## config.mk

```make
export PLATFORM = sky130hd
export DESIGN_NAME = wb_trace_streamer
export DESIGN_NICKNAME = d
export VERILOG_FILES = /design/src/rtl/wb_trace_streamer_pkg.sv /design/src/rtl/wb_trace_streamer_trace_fifo.sv /design/src/rtl/wb_trace_streamer.sv
export SDC_FILE = /design/constraint.sdc
export NUM_CORES = 1
export LEC_CHECK = 0
export CAP_MARGIN = 10
export CORE_ASPECT_RATIO = 0.9
export CORE_MARGIN = 4
export CORE_UTILIZATION = 35
export CTS_BUF_LIST = sky130_fd_sc_hd__clkbuf_4
export CTS_CLUSTER_DIAMETER = 120
export CTS_CLUSTER_SIZE = 12
export DETAILED_ROUTE_END_ITERATION = 6
export PLACE_DENSITY_LB_ADDON = 0.2
export SYNTH_ARGS = -nofsm -noshare
export SYNTH_HDL_FRONTEND = slang
export SYNTH_SLANG_ARGS = --single-unit
```

## constraint.sdc

```tcl
create_clock -name clk -period 10.73 [get_ports clk]
set_input_delay 1.073 -clock clk [delete_from_list [all_inputs] [get_ports clk]]
set_output_delay 1.073 -clock clk [all_outputs]
set_load 0.02 [all_outputs]
```

## src/rtl/wb_trace_streamer_pkg.sv

```systemverilog
// Shared trace record layout for the writeback trace streamer.
// Record packing (68 bits): pc [67:36], rd [35:32], data [31:0].
package wb_trace_streamer_pkg;

   localparam int TRACE_REC_W = 68;
   localparam logic [31:0] TRACE_PC_OFS = 32'd8;

   typedef struct packed {
      logic [31:0] pc;
      logic [3:0]  rd;
      logic [31:0] data;
   } trace_rec_t;

   // The writeback stage carries PC+8; the record holds the instruction PC.
   function automatic trace_rec_t make_rec(input logic [31:0] pc_plus8,
                                           input logic [3:0]  rd,
                                           input logic [31:0] data);
      trace_rec_t r;
      r.pc   = pc_plus8 - TRACE_PC_OFS;
      r.rd   = rd;
      r.data = data;
      return r;
   endfunction

endpackage

```

## src/rtl/wb_trace_streamer_trace_fifo.sv

```systemverilog
// Dual-push, single-pop circular buffer. din0 is stored ahead of din1
// when two entries are pushed in the same cycle.
module trace_fifo #(
   parameter int DEPTH = 8,
   parameter int W     = 68
) (
   input  logic                       clk,
   input  logic                       reset,
   input  logic [1:0]                 push_cnt,
   input  logic [W-1:0]               din0,
   input  logic [W-1:0]               din1,
   input  logic                       pop,
   output logic [W-1:0]               dout,
   output logic [$clog2(DEPTH):0]     count
);

   localparam int AW = $clog2(DEPTH);

   logic [W-1:0]  mem [DEPTH];
   logic [AW-1:0] wr_ptr;
   logic [AW-1:0] rd_ptr;

   always_ff @(posedge clk or negedge reset) begin
      if (!reset) begin
         wr_ptr <= '0;
         rd_ptr <= '0;
         count  <= '0;
      end else begin
         wr_ptr <= wr_ptr + AW'(push_cnt);
         rd_ptr <= rd_ptr + AW'(pop);
         count  <= count + (AW+1)'(push_cnt) - (AW+1)'(pop);
      end
   end

   // Storage is data only; validity is tracked solely by count.
   always_ff @(posedge clk) begin
      if (push_cnt != 2'd0)
         mem[wr_ptr] <= din0;
      if (push_cnt == 2'd2)
         mem[wr_ptr + AW'(1)] <= din1;
   end

   assign dout = mem[rd_ptr];

endmodule

```

## src/rtl/wb_trace_streamer.sv

```systemverilog
// Captures register-file writebacks (both write ports) and streams them out as
// PC-tagged records; events that do not fit are dropped atomically and counted.
module wb_trace_streamer
   import wb_trace_streamer_pkg::*;
#(
   parameter int DEPTH = 8,
   parameter int CNT_W = 16
) (
   input  logic             clk,
   input  logic             reset,
   input  logic             enable,
   input  logic [1:0]       RegWriteW,
   input  logic [3:0]       wa3,
   input  logic [31:0]      wd3,
   input  logic [3:0]       wa3_2,
   input  logic [31:0]      wd3_2,
   input  logic [31:0]      PCPlus8W,
   output logic             trace_valid,
   input  logic             trace_ready,
   output logic [31:0]      trace_pc,
   output logic [3:0]       trace_reg,
   output logic [31:0]      trace_data,
   output logic [CNT_W-1:0] drop_count,
   output logic             overflow
);

   localparam int AW = $clog2(DEPTH);

   logic             ev0;
   logic             ev1;
   logic [1:0]       n_ev;
   logic [AW:0]      count;
   logic [AW:0]      free;
   logic             fits;
   logic [1:0]       push_cnt;
   trace_rec_t       rec0;
   trace_rec_t       rec1;
   trace_rec_t       din0;
   trace_rec_t       head;
   logic             pop;
   logic [CNT_W:0]   drop_sum;

   // Free space uses the count at the start of the cycle: a same-cycle pop
   // is deliberately not credited, so the fit decision never depends on ready.
   always_comb begin
      ev0      = enable & RegWriteW[0];
      ev1      = enable & RegWriteW[1];
      n_ev     = {1'b0, ev0} + {1'b0, ev1};
      free     = (AW+1)'(DEPTH) - count;
      fits     = ((AW+1)'(n_ev) <= free);
      push_cnt = fits ? n_ev : 2'd0;
      rec0     = make_rec(PCPlus8W, wa3, wd3);
      rec1     = make_rec(PCPlus8W, wa3_2, wd3_2);
      din0     = ev0 ? rec0 : rec1;
      drop_sum = {1'b0, drop_count} + (CNT_W+1)'(n_ev);
   end

   always_ff @(posedge clk or negedge reset) begin
      if (!reset) begin
         drop_count <= '0;
         overflow   <= 1'b0;
      end else if ((n_ev != 2'd0) && !fits) begin
         overflow   <= 1'b1;
         drop_count <= drop_sum[CNT_W] ? '1 : drop_sum[CNT_W-1:0];
      end
   end

   trace_fifo #(
      .DEPTH (DEPTH),
      .W     (TRACE_REC_W)
   ) u_fifo (
      .clk      (clk),
      .reset    (reset),
      .push_cnt (push_cnt),
      .din0     (din0),
      .din1     (rec1),
      .pop      (pop),
      .dout     (head),
      .count    (count)
   );

   // Outputs read zero whenever nothing is presented, including during reset.
   assign trace_valid = (count != '0);
   assign pop         = trace_valid & trace_ready;
   assign trace_pc    = trace_valid ? head.pc   : 32'd0;
   assign trace_reg   = trace_valid ? head.rd   : 4'd0;
   assign trace_data  = trace_valid ? head.data : 32'd0;

endmodule

```

After elaboration in Yosys (flattened, before gate mapping)
Memory sizes are Yosys's and may differ from the RTL's. Index checks and enable logic that the tools add are counted.

Register bits after elaboration: 27. Memory bits (writable): 544. Input port bits: 110. Output and inout port bits: 86. Logic and storage cells: 35. Memories: 1.

Memories: u_fifo.mem (words 8, bits a word 68, read ports 1, clocked after Yosys merged registers in 0, write ports 2, line wb_trace_streamer_trace_fifo.sv:19) `logic [W-1:0] mem [DEPTH];`.

$add $sub $neg: 9. $lt $le $gt $ge: 1. Eq/ne operators: 1. Muxes and demuxes: 10. Bitwise operators: 3. Reductions and logical operators: 5.

Operator list (number): two-way mux 32 bit (2); two-way mux 36 bit (1); subtractor 32 x 4 -> 32 bit, second input constant (1); adder 16 x 2 -> 17 bit (1); two-way mux 16 bit (1); adder 4 x 2 -> 4 bit (1); <= comparator 2 x 4 -> 1 bit (1); two-way mux 1 bit (4); two-way mux 4 bit (1); nonzero test 2 bit (2); nonzero test 4 bit (1); subtractor 4 x 1 -> 4 bit (1); subtractor 4 bit, first input constant (1); adder 3 x 1 -> 3 bit (1); adder 3 x 1 -> 3 bit, second input constant (1); adder 3 x 2 -> 3 bit (1); AND 1 bit (3); adder 1 x 1 -> 2 bit (1); == test 2 bit, second input constant (1); two-way mux 2 bit (1); logical AND 1 bit (1); zero test 1 bit (1).

Logic depth before layout (Yosys ltp)
Gate-level depths: netlist of run 1.

Word-level depth: 7. Depth in mapped cells: 15. Gate-level depth less buffers: 13.

By module
From an unflattened synthesis of run 1, not the netlist that was laid out.

Cell total of the unflattened synthesis: 1782. Area, all modules: 30055.1 sq um.

By module, submodules not included: trace_fifo (times used 1, cells an instance 1452, area an instance 27420.0 sq um, seq. area each 16585.9 sq um); wb_trace_streamer (times used 1, cells an instance 330, area an instance 2635.0 sq um, seq. area each 425.4 sq um).

Worst setup path after synthesis of run 1
OpenSTA, ideal clock, no wires.

Kind: input to register. Start point: input port enable. End point: memory u_fifo.mem[2][0], enable pin. Library setup time: 0.679 ns. Data arrival time: 9.932 ns. Required time: 10.051 ns. Setup slack: 0.118 ns. Cell stages on the path: 10. Path buffers: 2. Path through: nand2_1 clkbuf_1 inv_1 ha_1 ha_1 nor2b_1 o211ai_1 buf_4 o21ai_0 o41ai_1.

RTL lines: start, declared (line wb_trace_streamer.sv:11) `input logic enable,`; end, declared (line wb_trace_streamer_trace_fifo.sv:19).

Worst setup path after layout of run 1
Start point: register u_fifo.rd_ptr[0]. End point: output port trace_pc[7].

Word-level cells in the longest chain between the ends: 2.

RTL lines: start, declared (line wb_trace_streamer_trace_fifo.sv:21) `logic [AW-1:0] rd_ptr;`; start signal, assigned (line wb_trace_streamer_trace_fifo.sv:30) `rd_ptr <= rd_ptr + AW'(pop);`; memory (8 x 68 bit); two-way mux 32 bit (line wb_trace_streamer.sv:85) `assign trace_pc = trace_valid ? head.pc : 32'd0;`; end, declared (line wb_trace_streamer.sv:20) `output logic [31:0] trace_pc,`.

No other way between the ends.

==> out/summary.txt, run 1 <==
Netlist cell types: 48
WP data arrival: 4.70 ns
die height: 272 um
Ys Warns: 0
number of CTS-inserted buffers: 53
relative slew slack: 0.275
Area Growth Syn to Fin: 13.3%
H-tree levels: 2
Max Slew Vio Count: 0
pwr dens: 228 nW/um^2
Fmax: 173 MHz
crit path max-delay cell type: dfrtp_4
peak supply drop: 155 uV
first-pass detailed-route iteration total: 5
met1 track demand over resource: 0.220
die width: 301 um
final WL: 67.6 mm
Tot GR Track Use: 0.165
CP Cell Sequence: buf_4 -> buf_4 -> mux4_2 -> mux2i_1 -> nor2_1 -> clkdlybuf4s50_1
grt met2 use: 0.288
Cells after DPL: 2694
Port Buffers: 195
Worst Path Buf+Inv: 3
most used cell, CP: buf_4
dpl hpwl: 39.7 mm
startpoint types: flip-flop
Final Setup Violations: 0
Tcrit/Tclk final: 0.538
layout cells sized above 1: 0.297
Fill cells: 7073
# IOs: 196
syn nets: 1652
hold buffer count at cts: 0
largest net degree at the start of global routing: 62
M3 GR Usage: 0.0238
CTS root buf: clkbuf_4
kind of critical path: reg -> out
Vias/cell: 5.23
WL/cell: 24.5 um
Post-CTS Repair Setup Buffers: 0
Mapped Cells: 1521
Period minus WS final: 5.77 ns
Final Hold Vio Count: 0
Crit. End Element: output port
first-pass GRT wire length: 103 mm
Clock Latency Late Sink: 0.84 ns
routability cong.: 0.746
DRC: 0
Reg2Reg Launch Point: u_fifo.count[0]
Clock Sinks: 571
max cap viols: 0
HP Start: overflow
NumNets Final: 1851
critical path data required time: 9.66 ns
predominant post-synthesis flop cell: edfxtp_1
syn avg cell area: 17.8 um^2
ys async rst share: 0.0473
Detail Route Antenna Nets: 0
FP Rows: 96
Core Util, Final: 0.401
core area: 76500 um^2
Seq cells post-synth: 571
Die ar.: 81900 um^2
post-synthesis sequential area ratio: 0.628
max incr delay on CP: 0.94 ns
Cell Area, Synth: 27100 um^2
RSZ-0062 raised after global routing: no
Overflow after GRT: 0
static leakage: 10.0 nW
Iter 0 DRT Violations: 832
Critical Path Source: u_fifo.rd_ptr[0]
Worst Path Max Fanout: 38
vias post-DR: 14432
Hold Crit Class: reg -> reg
status: finished, final reports clean
EDFF count, synth: 544
vias in the first global route: 15874
initial antenna violation count: 4
Post-Route Skew: 0.0463 ns
post-CTS sizing: 0
CTS tree: done
clk slew on worst S/H paths: 0.17 ns
Initial Utilization: 0.354
Worst-Margin Slew: 1.09 ns
grt peak-use layer: met2
worst-case clock buffer depth: 3
CP top delay family: buffers and inverters
final setup TNS: 0 ns
Non-Filler Instances: 2761
Pwr Total: 0.00700 W
routing by layer:
layer | routed length [um] | vias to the layer above
met4 | 1310 | 2
met1 | 29400 | 7552
met2 | 34200 | 281
met3 | 2730 | 80
met5 | 20 | -
li1 | - | 6517
cells by family after synthesis:
family / count (synthesis) / share of synthesized area
xor gates and xnor gates: 35 / 0.0120
AOI/OAI and AO/OA: 48 / 0.0155
DFF: 571 / 0.628
muxes: 533 / 0.275
and+or+nand+nor: 208 / 0.0376
adders and majority gates: 21 / 0.0105
buffers and inverters: 105 / 0.0213
sequential cells by signal (all words and copies together), names as in the netlist:
name,count
u_fifo.mem,544
drop_count,16
u_fifo.count,4
u_fifo.rd_ptr,3
u_fifo.wr_ptr,3
overflow,1
per-stage QoR:
step,hold slack (ns),cell area [um^2],setup WS [ns]
after floorplan,0.473,27100,0.118
after detailed placement,0.452,30200,4.25
after global routing,0.509,30700,4.47
after CTS,0.489,30700,4.64
final,0.499,30700,4.96
after global placement,0.453,30200,4.32
worst paths after layout:
path,endpoint,slack [ns],cells past startpoint
setup / recovery,trace_pc[7],4.96,6
hold / removal,overflow,0.50,1
setup reg to reg,u_fifo.mem[6][37],6.10,10
hold reg to reg,overflow,0.50,1
max in group asynchronous,u_fifo.rd_ptr[2],9.80,2
min in group asynchronous,drop_count[6],0.59,2
synth_stat cells, types with 7 or more instances:
cell type / number / area, um^2
buf_1: 8 / 30.0
buf_2: 17 / 85.1
buf_4: 7 / 52.6
buf_6: 18 / 203
clkbuf_1: 31 / 116
dfrtp_1: 27 / 676
edfxtp_1: 544 / 16300
ha_1: 18 / 225
inv_1: 24 / 90.1
mux2_1: 71 / 800
mux2_2: 257 / 2890
mux2i_1: 69 / 691
mux4_2: 136 / 3060
nand2_1: 18 / 67.6
nand3_1: 23 / 115
nand4_1: 13 / 81.3
nor2_1: 87 / 327
nor3_1: 20 / 100
nor4_1: 14 / 87.6
o21ai_0: 9 / 45.0
o31ai_1: 8 / 60.1
or4_1: 7 / 52.6
xnor2_1: 10 / 87.6
xor2_1: 24 / 210
power by group:
part / switching (W) / internal [W] / total, W
combinational: 0.00164 / 0.00135 / 0.00299
sequential: 0.000210 / 0.00283 / 0.00304
clock: 0.000684 / 0.000288 / 0.000972
cell usage in the layout, fill, tap and decap left out, types with 3 or more instances in the layout:
master / netlist / layout
edfxtp_1: 544 / 544
mux2_2: 257 / 257
clkdlybuf4s50_1: 0 / 195
mux4_2: 136 / 136
nor2_1: 87 / 87
mux2_1: 71 / 71
mux2i_1: 69 / 69
clkbuf_4: 0 / 62
buf_4: 7 / 30
inv_1: 24 / 24
xor2_1: 24 / 24
dfrtp_1: 27 / 24
nand3_1: 23 / 23
nor3_1: 20 / 20
ha_1: 18 / 18
nand2_1: 18 / 17
nor4_1: 14 / 14
nand4_1: 13 / 13
xnor2_1: 10 / 10
o21ai_4: 6 / 8
or4_1: 7 / 7
o21ai_0: 9 / 7
a21oi_1: 6 / 6
or3_1: 6 / 6
o31ai_1: 8 / 5
o41ai_1: 5 / 4
diode_2: 0 / 3
nand2b_1: 3 / 3
o31ai_4: 0 / 3
fa_1: 3 / 3
dfrtp_4: 0 / 3
final cells by class:
class	instances	area, um^2	area share
flip-flops and latches	571	17000	0.555
clock buffers	62	465	0.0152
well taps	1029	1290	0.0420
diodes	3	7.51	0.000245
multi-input cells	845	9590	0.313
clock inverters	2	36.3	0.00118
repair buffers	225	2180	0.0710
inverters	24	90.1	0.00294
(Power assumes the default switching activity.)
==> run 2, diff against run 1 <==
==> constraint.sdc (replaced) <==
create_clock -name clk -period 4.7 [get_ports clk]
set_input_delay 0.47 -clock clk [delete_from_list [all_inputs] [get_ports clk]]
set_output_delay 0.47 -clock clk [all_outputs]
set_load 0.02 [all_outputs]
==> out/summary.txt, run 2 (synthesis gave the netlist of run 1 again) <==
Final Hold Vio Count: 0 (unchanged)
startpoint types: flip-flop
CP top delay family: flip-flops
Post-Route Skew: 0.0846 ns (+0.0384 ns)
largest net degree at the start of global routing: 55 (-11%)
vias in the first global route: 15979 (+0.66%)
number of CTS-inserted buffers: 53 (unchanged)
Die ar.: 81900 um^2 (unchanged)
Crit. End Element: output port
WP data arrival: 3.65 ns (-1.05 ns)
CTS tree: done
most frequent cells in the layout: 544 x edfxtp_1, 257 x mux2_2, 195 x clkdlybuf4s50_1, 136 x mux4_2, 87 x nor2_1
Clock Sinks: 571 (unchanged)
Fmax: 243 MHz
H-tree levels: 2 (unchanged)
routability cong.: 0.770 (+3.3%)
WL/cell: 25.2 um (+2.8%)
Hold Crit Class: in -> reg
Worst Hold Slack: 0.364 ns (-0.135 ns)
Iter 0 DRT Violations: 955 (+15%)
register area: 17000 um^2 (unchanged)
NumNets Final: 1868 (+0.92%)
critical path data required time: 4.23 ns (-5.43 ns)
CP Cell Sequence: buf_4 -> mux4_2 -> mux2i_1 -> nor2_1 -> clkdlybuf4s50_1
Final Setup Violations: 0 (unchanged)
Clock Latency Late Sink: 0.87 ns (+0.03 ns)
clk slew on worst S/H paths: 0.14 ns (-0.03 ns)
Vias/cell: 5.32 (+1.8%)
cell area after layout: 31100 um^2 (+1.3%)
status: finished, final reports clean
Largest register FFs: 544 (unchanged)
Overflow after GRT: 0 (unchanged)
FP Rows: 96 (unchanged)
Detail Route Antenna Nets: 0 (unchanged)
Placed Area: 30600 um^2 (+1.4%)
final WL: 69.9 mm (+3.4%)
Reg2Reg Launch Point: u_fifo.count[0]
die height: 272 um (unchanged)
first-pass GRT wire length: 105 mm (+2.2%)
CTS root buf: clkbuf_4
Initial Utilization: 0.354 (unchanged)
dpl hpwl: 42.6 mm (+7.3%)
layout cells sized above 1: 0.307 (+0.00971)
commonest non-fill, non-tap cell in the layout: edfxtp_1
Multi-input gate area: 9660 um^2 (+0.76%)
relative slew slack: 0.323 (+0.0476)
Period minus WS final: 4.12 ns
Worst Path Max Fanout: 52 (+37%)
Worst-Margin Slew: 1.01 ns (-0.0753 ns)
Area Growth Syn to Fin: 14.7%
HP Start: PCPlus8W[0]
crit path max-delay cell type: dfrtp_4
Max Slew Vio Count: 0 (unchanged)
Largest Register: u_fifo.mem
Tot GR Track Use: 0.170 (+0.00462)
max cap viols: 0 (unchanged)
Critical Path Source: u_fifo.rd_ptr[1]
core area: 76500 um^2 (unchanged)
max incr delay on CP: 1.06 ns (+0.12 ns)
peak supply drop: 472 uV (+210%)
first-pass detailed-route iteration total: 5 (unchanged)
post-CTS sizing: 0 (unchanged)
worst-case clock buffer depth: 3 (unchanged)
initial antenna violation count: 3 (-1)
kind of critical path: reg -> out
Port Buffers: 195 (unchanged)
pwr dens: 522 nW/um^2 (+130%)
Tcrit/Tclk final: 0.876
Worst Path Buf+Inv: 2 (-1)
vias post-DR: 14772 (+2.4%)
Fill cells: 7008 (-0.92%)
Top Registers: u_fifo.mem: 544 flops, drop_count: 16 flops, u_fifo.count: 4 flops
DRC: 0 (unchanged)
# IOs: 196 (unchanged)
RSZ-0062 raised after global routing: no
die width: 301 um (unchanged)
static leakage: 10.2 nW (+1.5%)
[run 2: repair_timing]
action                    in CTS  in global routing
hold endpoints to repair      27                  0
hold buffers                   1                  0
setup buffers                  0                  0
[run 2: path summary, 6_finish.rpt]
check                                    end  slack (ns)  cells after the start
min                        u_fifo.mem[4][36]        0.36                      1
max in group asynchronous   u_fifo.rd_ptr[1]        3.80                      3
max                            trace_data[8]        0.58                      5
min in group asynchronous   u_fifo.wr_ptr[0]        0.59                      3
min reg2reg                         overflow        0.53                      1
max reg2reg                u_fifo.mem[3][34]        1.22                      9
[run 2: metal layers]
metal / routed length [um] / GRT usage / up-vias
met3: 2550 / 0.0199 / 76
met4: 1270 / 0.0368 / 0
li1: - / - / 6570
met5: 0 / 0 / -
met2: 34800 / 0.290 / 322
met1: 31200 / 0.234 / 7804
[run 2: power by group]
group	leakage [nW]	total (W)	switching, W	internal [W]
Clock	0.289	0.00219	0.00159	0.000597
Sequential	5.27	0.00694	0.000488	0.00645
Combinational	4.61	0.00707	0.00383	0.00324
Total	10.2	0.0162	0.00591	0.0103
[run 2: per-stage QoR]
step	util	setup WS [ns]	power (W)	cells	setup TNS, ns
3_3_place_gp	0.400	0.591	0.0143	2710	0
5_1_grt	0.406	0.356	0.0171	2777	0
6_report	0.406	0.582	0.0162	2777	0
3_5_place_dp	0.400	0.596	0.0143	2710	0
4_1_cts	0.406	0.431	0.0165	2775	0
2_1_floorplan	-	-0.736	0.0113	1521	-100.06
[run 2: layout make-up]
class,count,share of cell area
sequential,571,0.548
multi-input combinational,845,0.311
timing repair buffer,242,0.0811
tap,1029,0.0414
clock buffer,61,0.0147
inverter,24,0.00298
clock inverter,3,0.000644
antenna,2,0.000161
==> run 3, diff against run 2 <==
--- a/config.mk
+++ b/config.mk
@@ -5,6 +5,7 @@
 export SDC_FILE = /design/constraint.sdc
 export NUM_CORES = 1
 export LEC_CHECK = 0
+export ABC_AREA = 1
 export CAP_MARGIN = 10
 export CORE_ASPECT_RATIO = 0.9
 export CORE_MARGIN = 4
==> out/summary.txt, run 3 <==
Clock Sinks: 571 (unchanged)
most common cell in the netlist: nand2_1
Port Buffers: 195 (unchanged)
CP Cell Sequence: buf_12 -> o21ai_0 -> o21ai_0 -> nor2_1 -> nor2_1 -> clkdlybuf4s50_1
first-pass GRT wire length: 131 mm (+25%)
Final Hold Vio Count: 0 (unchanged)
Largest Register: u_fifo.mem
critical path data required time: 4.23 ns (about the same)
Vias/cell: 5.05 (-5.1%)
most frequent cells in the layout: 1083 x nand2_1, 615 x nor2_1, 544 x edfxtp_1, 441 x o21ai_0, 195 x clkdlybuf4s50_1
peak supply drop: 404 uV (-14%)
Period minus WS final: 4.28 ns (+0.159 ns)
worst-case clock buffer depth: 3 (unchanged)
dpl hpwl: 47.9 mm (+13%)
Clock Latency Late Sink: 0.93 ns (+0.06 ns)
Seq cells post-synth: 571 (unchanged)
Largest register FFs: 544 (unchanged)
largest net degree at the start of global routing: 116 (+110%)
post-synth top area share: 0.577 (-0.0263)
syn avg cell area: 8.95 um^2 (-50%)
Pwr Total: 0.0173 W (+6.9%)
Tcrit/Tclk final: 0.910 (+0.0337)
WL/cell: 20.2 um (-20%)
core area: 79800 um^2 (+4.3%)
FP Rows: 98 (+2.1%)
WP data arrival: 3.81 ns (+0.16 ns)
Worst Path Buf+Inv: 2 (unchanged)
Tot GR Track Use: 0.200 (+0.0305)
Post-Route Skew: 0.0950 ns (+0.0104 ns)
layout cells sized above 1: 0.0499 (-0.257)
Detail Route Antenna Nets: 0 (unchanged)
Top Registers: u_fifo.mem: 544 flops, drop_count: 16 flops, u_fifo.count: 4 flops
Cell Area, Synth: 28300 um^2 (+4.6%)
Mapped Cells: 3163 (+110%)
vias post-DR: 21806 (+48%)
Crit. End Element: output port
NumNets Final: 3388 (+81%)
Worst-Margin Slew: 1.07 ns (+0.0577 ns)
static leakage: 12.2 nW (+20%)
die height: 278 um (+2.2%)
max incr delay on CP: 1.03 ns (-0.03 ns)
DRC: 0 (unchanged)
die width: 308 um (+2.2%)
Max Slew Vio Count: 0 (unchanged)
Iter 0 DRT Violations: 1955 (+100%)
Post-CTS Repair Setup Buffers: 0 (unchanged)
kind of critical path: reg -> out
RSZ-0062 raised after global routing: no
routability cong.: 0.850 (+10%)
initial antenna violation count: 8 (+5)
# IOs: 196 (unchanged)
startpoint types: flip-flop
Fmax: 234 MHz (-3.7%)
top cells by area, synth: edfxtp_1 58%, nand2_1 14%, nor2_1 8.2%, o21ai_0 8.0%, dfrtp_1 2.4%
Initial Utilization: 0.355 (+0.000806)
Non-Filler Instances: 4320 (+56%)
status: finished, final reports clean
final WL: 87.2 mm (+25%)
Worst Path Max Fanout: 68 (+31%)
commonest non-fill, non-tap cell in the layout: nand2_1
Overflow after GRT: 0 (unchanged)
Netlist cell types: 28 (-42%)
max cap viols: 0 (unchanged)
crit path max-delay cell type: dfrtp_4
Hold Crit Class: in -> reg
Ys Warns: 0 (unchanged)
Final Setup Violations: 0 (unchanged)
clk slew on worst S/H paths: 0.14 ns (about the same)
number of CTS-inserted buffers: 53 (unchanged)
relative slew slack: 0.287 (-0.0359)
syn nets: 3294 (+99%)
vias in the first global route: 21008 (+31%)
ys async rst share: 0.0473 (unchanged)
leading area contributor after synthesis: edfxtp_1
top cells by count, synth: 1085 x nand2_1, 615 x nor2_1, 544 x edfxtp_1
Area Growth Syn to Fin: 12.1%
first-pass detailed-route iteration total: 5 (unchanged)
H-tree levels: 2 (unchanged)
predominant post-synthesis flop cell: edfxtp_1
post-synthesis sequential area ratio: 0.601 (-0.0274)
EDFF count, synth: 544 (unchanged)
CTS tree: done
pwr dens: 545 nW/um^2 (+4.6%)
Cells after DPL: 4251 (+57%)
Die ar.: 85500 um^2 (+4.4%)
CP top delay family: buffers and inverters
CTS root buf: clkbuf_4
## run 3: changes by cell type in the layout (fill, tap and decap cells not counted), sizes merged, moves of 17 or more
cell / delta
nor2: +537
mux4: -136
mux2: -328
inv: +27
nand2: +1068
mux2i: -69
o21ai: +484
nor3: -17
## run 3: power by group
part	leakage (nW)	internal (W)	total (W)	switching, W
Clock	0.299	0.000653	0.00226	0.00161
Sequential	5.28	0.00647	0.00691	0.000438
Combinational	6.63	0.00278	0.00814	0.00536
## run 3: through the flow
stage                     utilization  setup WS [ns]  TNS (ns)  hold WS, ns  area, um^2
after floorplan                     -         -0.546   -296.81        0.174       28300
after global placement          0.391          0.781         0        0.460       31200
after detailed placement        0.391          0.761         0        0.460       31200
after CTS                       0.398          0.312         0        0.295       31700
after global routing            0.398          0.115         0        0.346       31700
final                           0.398          0.423         0        0.394       31700
## run 3: kinds of logic (layout without fill, tap and decap cells)
family                   after synthesis  in the layout  synth area share
flip-flops                           571            571             0.601
AND/OR/NAND/NOR                     1769           1769             0.245
AO/OA/AOI/OAI                        502            502            0.0887
XOR/XNOR                              36             36            0.0111
adder cells (fa/ha/maj)               21             21            0.0101
other                                  0              3                 0
buffers and inverters                264            368            0.0445
## run 3: cell type report
class                      count  area, um^2
antenna                        3        7.51
clock buffer                  61         458
sequential                   571       17000
tap                         1050        1310
inverter                      52         203
fill                        7838       48100
clock inverter                 4        53.8
timing repair buffer         251        2540
multi-input combinational   2328       10100
## run 3: final timing paths
check / from / end / slack (ns) / cells past startpoint
max: u_fifo.rd_ptr[1] / trace_data[25] / 0.42 / 6
max reg2reg: u_fifo.count[0] / u_fifo.mem[7][60] / 1.39 / 11
max in group asynchronous: reset / u_fifo.rd_ptr[2] / 3.87 / 3
min: PCPlus8W[1] / u_fifo.mem[0][37] / 0.39 / 1
min in group asynchronous: reset / overflow / 0.49 / 3
min reg2reg: overflow / overflow / 0.50 / 1
## run 3: layer usage
layer	GRT usage	up-vias	part of all wire
met5	0	-	0.00030
met4	0.0482	4	0.021
met3	0.0302	128	0.067
met2	0.332	695	0.47
met1	0.277	10370	0.44
li1	-	10609	-
## run 3: what timing repair did
| item | in CTS | in global routing |
|---|---|---|
| endpoints found under the hold margin | 27 | 0 |
| hold buffers | 1 | 0 |
| endpoints found under the setup margin | 0 | 0 |
| resized for setup | 0 | 0 |
